File: src/rtl/spi_ctrl_regs.sv
// SPI mode-0 slave with a small control register file, fully in the clk domain.
// Writes land in shadow registers; live outputs follow immediately or on frame_start.
module spi_ctrl_regs #(
  parameter bit          VSYNC_COMMIT = 1'b1,
  parameter logic [7:0]  ID_VALUE     = 8'hD5
) (
  input  logic       clk,
  input  logic       rst_n,
  input  logic       SCLK,
  input  logic       SSEL,
  input  logic       MOSI,
  input  logic       frame_start,
  output logic       MISO,
  output logic [7:0] background_state,
  output logic [5:0] solid_color,
  output logic       audio_en
);

  typedef enum logic [1:0] {IDLE, CMD, DATA, DONE} state_t;

  state_t     state;
  logic [2:0] sclk_sync;
  logic [2:0] ssel_sync;
  logic [1:0] mosi_sync;
  logic [2:0] bit_cnt;
  logic [7:0] cmd_sr;
  logic [6:0] data_sr;
  logic [6:0] rd_sr;

  logic [7:0] bg_sh, bg_nx;
  logic [5:0] sc_sh, sc_nx;
  logic       ae_sh, ae_nx;
  logic [7:0] wr_count;

  logic       sclk_rise, sclk_fall, ssel_rise, ssel_fall, mosi_bit;
  logic [7:0] cmd_next, wr_data;
  logic       wr_en, wr_hit;

  function automatic logic [7:0] read_reg(input logic [6:0] addr);
    case (addr)
      7'd0:    return bg_sh;
      7'd1:    return {2'b00, sc_sh};
      7'd2:    return {7'd0, ae_sh};
      7'd3:    return ID_VALUE;
      7'd4:    return wr_count;
      default: return 8'h00;
    endcase
  endfunction

  // Synchronizers start low so a select already held low at reset release never looks like a fall.
  always_ff @(posedge clk or negedge rst_n) begin
    if (!rst_n) begin
      sclk_sync <= '0;
      ssel_sync <= '0;
      mosi_sync <= '0;
    end else begin
      sclk_sync <= {sclk_sync[1:0], SCLK};
      ssel_sync <= {ssel_sync[1:0], SSEL};
      mosi_sync <= {mosi_sync[0], MOSI};
    end
  end

  always_comb begin
    sclk_rise = sclk_sync[1] & ~sclk_sync[2];
    sclk_fall = ~sclk_sync[1] & sclk_sync[2];
    ssel_rise = ssel_sync[1] & ~ssel_sync[2];
    ssel_fall = ~ssel_sync[1] & ssel_sync[2];
    mosi_bit  = mosi_sync[1];
    cmd_next  = {cmd_sr[6:0], mosi_bit};
    wr_data   = {data_sr, mosi_bit};
    wr_en     = (state == DATA) && sclk_rise && !ssel_rise && (bit_cnt == 3'd7) && !cmd_sr[7];
  end

  always_comb begin
    bg_nx  = bg_sh;
    sc_nx  = sc_sh;
    ae_nx  = ae_sh;
    wr_hit = 1'b0;
    if (wr_en) begin
      case (cmd_sr[6:0])
        7'd0:    begin bg_nx = wr_data;      wr_hit = 1'b1; end
        7'd1:    begin sc_nx = wr_data[5:0]; wr_hit = 1'b1; end
        7'd2:    begin ae_nx = wr_data[0];   wr_hit = 1'b1; end
        default: wr_hit = 1'b0;
      endcase
    end
  end

  // A commit on the write cycle takes the next-state values so the new data is not missed.
  always_ff @(posedge clk or negedge rst_n) begin
    if (!rst_n) begin
      bg_sh            <= '0;
      sc_sh            <= '0;
      ae_sh            <= 1'b0;
      wr_count         <= '0;
      background_state <= '0;
      solid_color      <= '0;
      audio_en         <= 1'b0;
    end else begin
      bg_sh <= bg_nx;
      sc_sh <= sc_nx;
      ae_sh <= ae_nx;
      if (wr_hit)
        wr_count <= wr_count + 8'd1;
      if (!VSYNC_COMMIT || frame_start) begin
        background_state <= bg_nx;
        solid_color      <= sc_nx;
        audio_en         <= ae_nx;
      end
    end
  end

  always_ff @(posedge clk or negedge rst_n) begin
    if (!rst_n) begin
      state   <= IDLE;
      bit_cnt <= '0;
      cmd_sr  <= '0;
      data_sr <= '0;
      rd_sr   <= '0;
      MISO    <= 1'b0;
    end else if (ssel_rise) begin
      state   <= IDLE;
      bit_cnt <= '0;
      MISO    <= 1'b0;
    end else begin
      case (state)
        IDLE: begin
          MISO <= 1'b0;
          if (ssel_fall) begin
            state   <= CMD;
            bit_cnt <= '0;
          end
        end
        CMD: begin
          MISO <= 1'b0;
          if (sclk_rise) begin
            cmd_sr  <= cmd_next;
            bit_cnt <= bit_cnt + 3'd1;
            if (bit_cnt == 3'd7) begin
              state <= DATA;
              if (cmd_next[7]) begin
                rd_sr <= read_reg(cmd_next[6:0])[6:0];
                MISO  <= read_reg(cmd_next[6:0])[7];
              end
            end
          end
        end
        DATA: begin
          if (sclk_rise) begin
            data_sr <= wr_data[6:0];
            bit_cnt <= bit_cnt + 3'd1;
            if (bit_cnt == 3'd7) begin
              state <= DONE;
              MISO  <= 1'b0;
            end
          end else if (sclk_fall && cmd_sr[7] && bit_cnt != 3'd0) begin
            // The fall right after the command byte is skipped: bit 7 must hold until the first data rise.
            MISO  <= rd_sr[6];
            rd_sr <= {rd_sr[5:0], 1'b0};
          end
        end
        default: MISO <= 1'b0;
      endcase
    end
  end

endmodule

File: config.mk
export PLATFORM = sky130hd
export DESIGN_NAME = spi_ctrl_regs
export DESIGN_NICKNAME = d
export VERILOG_FILES = /design/src/rtl/spi_ctrl_regs.sv
export SDC_FILE = /design/constraint.sdc
export NUM_CORES = 1
export LEC_CHECK = 0
export BUFFER_PORTS_ARGS = -buffer_cell sky130_fd_sc_hd__clkbuf_2
export CAP_MARGIN = 20
export CORE_ASPECT_RATIO = 0.5
export CORE_UTILIZATION = 60
export CTS_BUF_LIST = sky130_fd_sc_hd__clkbuf_16
export CTS_CLUSTER_DIAMETER = 200
export CTS_CLUSTER_SIZE = 30
export DETAILED_ROUTE_END_ITERATION = 16
export PLACE_DENSITY = 0.88
export SLEW_MARGIN = 20
export SYNTH_ARGS = -nofsm -noshare
export SYNTH_HDL_FRONTEND = slang
export SYNTH_SLANG_ARGS = --single-unit
File: constraint.sdc
create_clock -name clk -period 2.4 [get_ports clk]
set_input_delay 0.48 -clock clk [delete_from_list [all_inputs] [get_ports clk]]
set_output_delay 0.48 -clock clk [all_outputs]
set_load 0.02 [all_outputs]
==> run summary <==
The run finished with clean final reports. The y dimension of the die came out at 55.08 um. The highest clock rate is 440.2 MHz. At the pin with the least slew margin, the transition time is 0.6342 ns. The total leakage power is 0.001941 uW. The number of violations of the max-capacitance limit is 0.

The worst hold path belongs to the class in -> async. After synthesis the netlist holds a flip-flop and latch count of 74. The total routing resource utilization after global routing is 0.2666. The synthesized netlist cell count is 263. The number of nets in the layout came out at 306. Setup violations remaining at the end of the flow were counted as 0.

The Yosys warning count is 0. The total core area came out at 5157 sq um. From synthesis to final layout, the design area changed by 16.10%. In this run the worst path has a maximum fanout of 6. The pre-CTS worst setup slack is 0.08753 ns. The sequential-to-total area share from yosys stat came out at 0.5477. The initial detailed-routing violation count is 195. Leaving out fill and tap cells, the most frequent cells in the layout are sky130_fd_sc_hd__dfrtp_1 (74), sky130_fd_sc_hd__mux2_2 (48), sky130_fd_sc_hd__clkbuf_2 (20). The number of nets with antenna violations after detailed routing came out at 0.

The switching part of the total power came out at 0.3076. The total negative slack came out at 0 ns. The area of the die is 5957 sq um. The cell area after synthesis came out at 3381 sq um. The number of distinct standard cells referenced by the synthesized netlist is 44. The wire length per cell came out at 18.77 um. The H-tree depth came out at 3. At the end of routability-driven placement, the weighted congestion stood at 0.8190. The initial core utilization is 0.6555. STA classifies the critical path endpoint as a flop.

Detailed placement finished with a half-perimeter wire length of 4.300 mm. The maximum single-stage delay on the critical path is 0.40 ns. The largest net degree at the start of global routing is 75. The total grt overflow is 0. For this design the top-level I/O count stands at 22. After synthesis, the share of flip-flops with an asynchronous set or reset is 1.000. TritonCTS built the clock tree. The routed layout has 2181 vias.

The clock arrives with 0.009096 ns of skew. The required time of the critical path is 2.61 ns. The minimum hold slack is 0.1615 ns. The largest individual stage delay along the critical path comes from the cell sky130_fd_sc_hd__nor3b_4. The number of port buffers came out at 21. At the worst endpoint, the arrival time is 2.48 ns. The type of origin of the critical path is a flop. The total clock buffers created by CTS is 9.

A synthesized cell averages 12.85 sq um. The worst path buffer plus inverter count is 0. The chip width is 108.2 um. Synthesis produced a netlist with a net count of 278. Setup repair after global routing left no endpoint under its margin. The via count of the first global-routing pass came out at 2226. The fraction of layout instances using a drive strength above 1 is 0.3311.

The library cell used most frequently in the layout, excluding fill and tap cells, is sky130_fd_sc_hd__dfrtp_1. The clock sink count came out at 74. The number of buffers inserted by post-CTS setup repair came out at 0.

The total power per unit cell area is 1023 nW/um^2. The wire length of the first global-routing pass is 11.27 mm. The routed wire length came out at 6.869 mm. The number of rows in the core area is 18. The clock share of power is 0.355. The worst path setup slack after routing came out at 0.1281 ns. The portion of total power attributed to sequential cells is 0.391. Among all flip-flop cells after synthesis, the most frequent one is sky130_fd_sc_hd__dfrtp_1. The tree is rooted in a sky130_fd_sc_hd__clkbuf_16.

The share of total power in combinational logic came out at 0.255. The largest voltage drop on the vdd net came out at 0.6754 mV. The max-slew violation count is 0. The switching power of the nets is 1235 uW. In this run the deepest clock path goes through 2 buffers.

The final cycle utilization of the critical path came out at 0.9466. Cell internal power was estimated by the tool at 2781 uW. The routed via count divided by cell count came out at 5.959. The worst relative slew slack is 0.5754. The layout has 288 filler cells.

The initial antenna violation count is 0. The kind of cell with the highest combined delay along the critical path is simple AND/OR/NAND/NOR gates. The worst path in the final design needs a cycle of 2.272 ns, including I/O delays and setup. The antenna diode count came out at 0.

The clock transition time at the flip-flop clock pins of the worst setup and hold paths came out at 0.06 ns. Traced cell by cell, the critical path runs through ha_1 > ha_1 > nor3b_4 > nand4_2 > mux2_2 > mux2_2. The number of enable-type register cells in the synthesized netlist is 0. The later pin in the worst-skew pair is clocked with a latency of 0.33 ns. The final number of hold-violating endpoints came out at 0.

The number of detailed-route iterations in the first pass came out at 4. The critical path class is reg -> reg. The number of remaining DRC errors came out at 0.
## stage by stage
step | utilization | area [sq um] | power, uW | cells
finish | 0.7610 | 3925 | 4016 | 366
global route | 0.7610 | 3925 | 4217 | 366
CTS | 0.7581 | 3910 | 4019 | 366
detailed placement | 0.6963 | 3591 | 2566 | 350
global placement | 0.6963 | 3591 | 2514 | 350
floorplan | - | 3381 | 2286 | 263
## cells in the mapped netlist (2+ instances only)
library cell / count / area share
sky130_fd_sc_hd__a211oi_1: 2 / 0.0044
sky130_fd_sc_hd__a21boi_0: 2 / 0.0044
sky130_fd_sc_hd__a21oi_1: 3 / 0.0044
sky130_fd_sc_hd__a22o_1: 7 / 0.018
sky130_fd_sc_hd__and3_1: 2 / 0.0037
sky130_fd_sc_hd__buf_2: 2 / 0.0030
sky130_fd_sc_hd__clkbuf_1: 8 / 0.0089
sky130_fd_sc_hd__dfrtp_1: 74 / 0.55
sky130_fd_sc_hd__ha_1: 9 / 0.033
sky130_fd_sc_hd__inv_1: 9 / 0.010
sky130_fd_sc_hd__mux2_2: 48 / 0.16
sky130_fd_sc_hd__mux2i_1: 12 / 0.036
sky130_fd_sc_hd__nand2_1: 15 / 0.017
sky130_fd_sc_hd__nand2b_1: 4 / 0.0074
sky130_fd_sc_hd__nand3_1: 6 / 0.0089
sky130_fd_sc_hd__nand3b_1: 3 / 0.0067
sky130_fd_sc_hd__nand4_1: 5 / 0.0093
sky130_fd_sc_hd__nand4_2: 2 / 0.0074
sky130_fd_sc_hd__nor2_1: 8 / 0.0089
sky130_fd_sc_hd__nor2b_1: 5 / 0.0093
sky130_fd_sc_hd__nor3_1: 2 / 0.0030
sky130_fd_sc_hd__nor3b_1: 2 / 0.0044
sky130_fd_sc_hd__nor3b_2: 2 / 0.0074
sky130_fd_sc_hd__o21ai_0: 3 / 0.0044
sky130_fd_sc_hd__o22ai_1: 2 / 0.0037
sky130_fd_sc_hd__o2bb2ai_1: 3 / 0.0078
sky130_fd_sc_hd__xnor2_1: 4 / 0.010
sky130_fd_sc_hd__xor2_1: 3 / 0.0078
## flip-flops by register name, summed over array words and instances, names as in the netlist, 2 cells and up
signal	flops
background_state	8
bg_sh	8
cmd_sr	8
wr_count	8
data_sr	7
rd_sr	7
sc_sh	6
solid_color	6
bit_cnt	3
sclk_sync	3
ssel_sync	3
mosi_sync	2
state	2
## cell type report
cell class	instances	area, sq um	area share
repair buffers	27	162.7	0.04144
inverters	9	33.78	0.008607
clock inverters	7	93.84	0.02391
multi-input cells	170	1470	0.3746
clock buffers	9	225.2	0.05738
well taps	70	87.58	0.02231
flip-flops and latches	74	1852	0.4718
## routing by layer
metal  routed length, um  global-route usage  vias to the layer above
li1                    -                   -                     1007
met1                3197              0.3531                     1097
met2                3134              0.4066                       63
met3                 409             0.08782                       14
met4                 128              0.1256                        0
met5                   0                   0                        -
## kinds of logic (layout without fill, tap and decap cells)
family,after synthesis,after routing,synth area share
compound gates,29,29,0.06403
xor+xnor,7,7,0.01814
buf+inv,19,52,0.02184
fa+ha+maj,9,9,0.03331
mux,60,60,0.1954
simple gates,65,65,0.1195
flops,74,74,0.5477
## power groups by stage
stage          clock network (uW)  logic [uW]  registers, uW
4_1_cts                      1450        1000           1560
6_report                     1420        1020           1570
2_1_floorplan                   0         769           1520
3_3_place_gp                    0         946           1570
3_5_place_dp                    0         987           1580
5_1_grt                      1500        1120           1590
## repair_timing
item | in CTS | in global routing
hold buffers | 0 | 0
gates resized for setup | 0 | 2
endpoints found under the setup margin | 0 | 13
## worst paths after layout
path | slack (ns) | from | cells after the start | end
setup / recovery | 0.13 | bit_cnt[0]$_DFFE_PN0P_ | 6 | solid_color[4]$_DFFE_PN0P_
hold / removal | 0.16 | rst_n | 2 | solid_color[4]$_DFFE_PN0P_
min in group clk | 0.26 | MOSI | 1 | mosi_sync[0]$_DFF_PN0_
hold reg to reg | 0.35 | mosi_sync[0]$_DFF_PN0_ | 0 | mosi_sync[1]$_DFF_PN0_
setup reg to reg | 0.13 | bit_cnt[0]$_DFFE_PN0P_ | 6 | solid_color[4]$_DFFE_PN0P_
max in group asynchronous | 1.92 | rst_n | 2 | wr_count[1]$_DFFE_PN0P_
(Power assumes the default switching activity.)
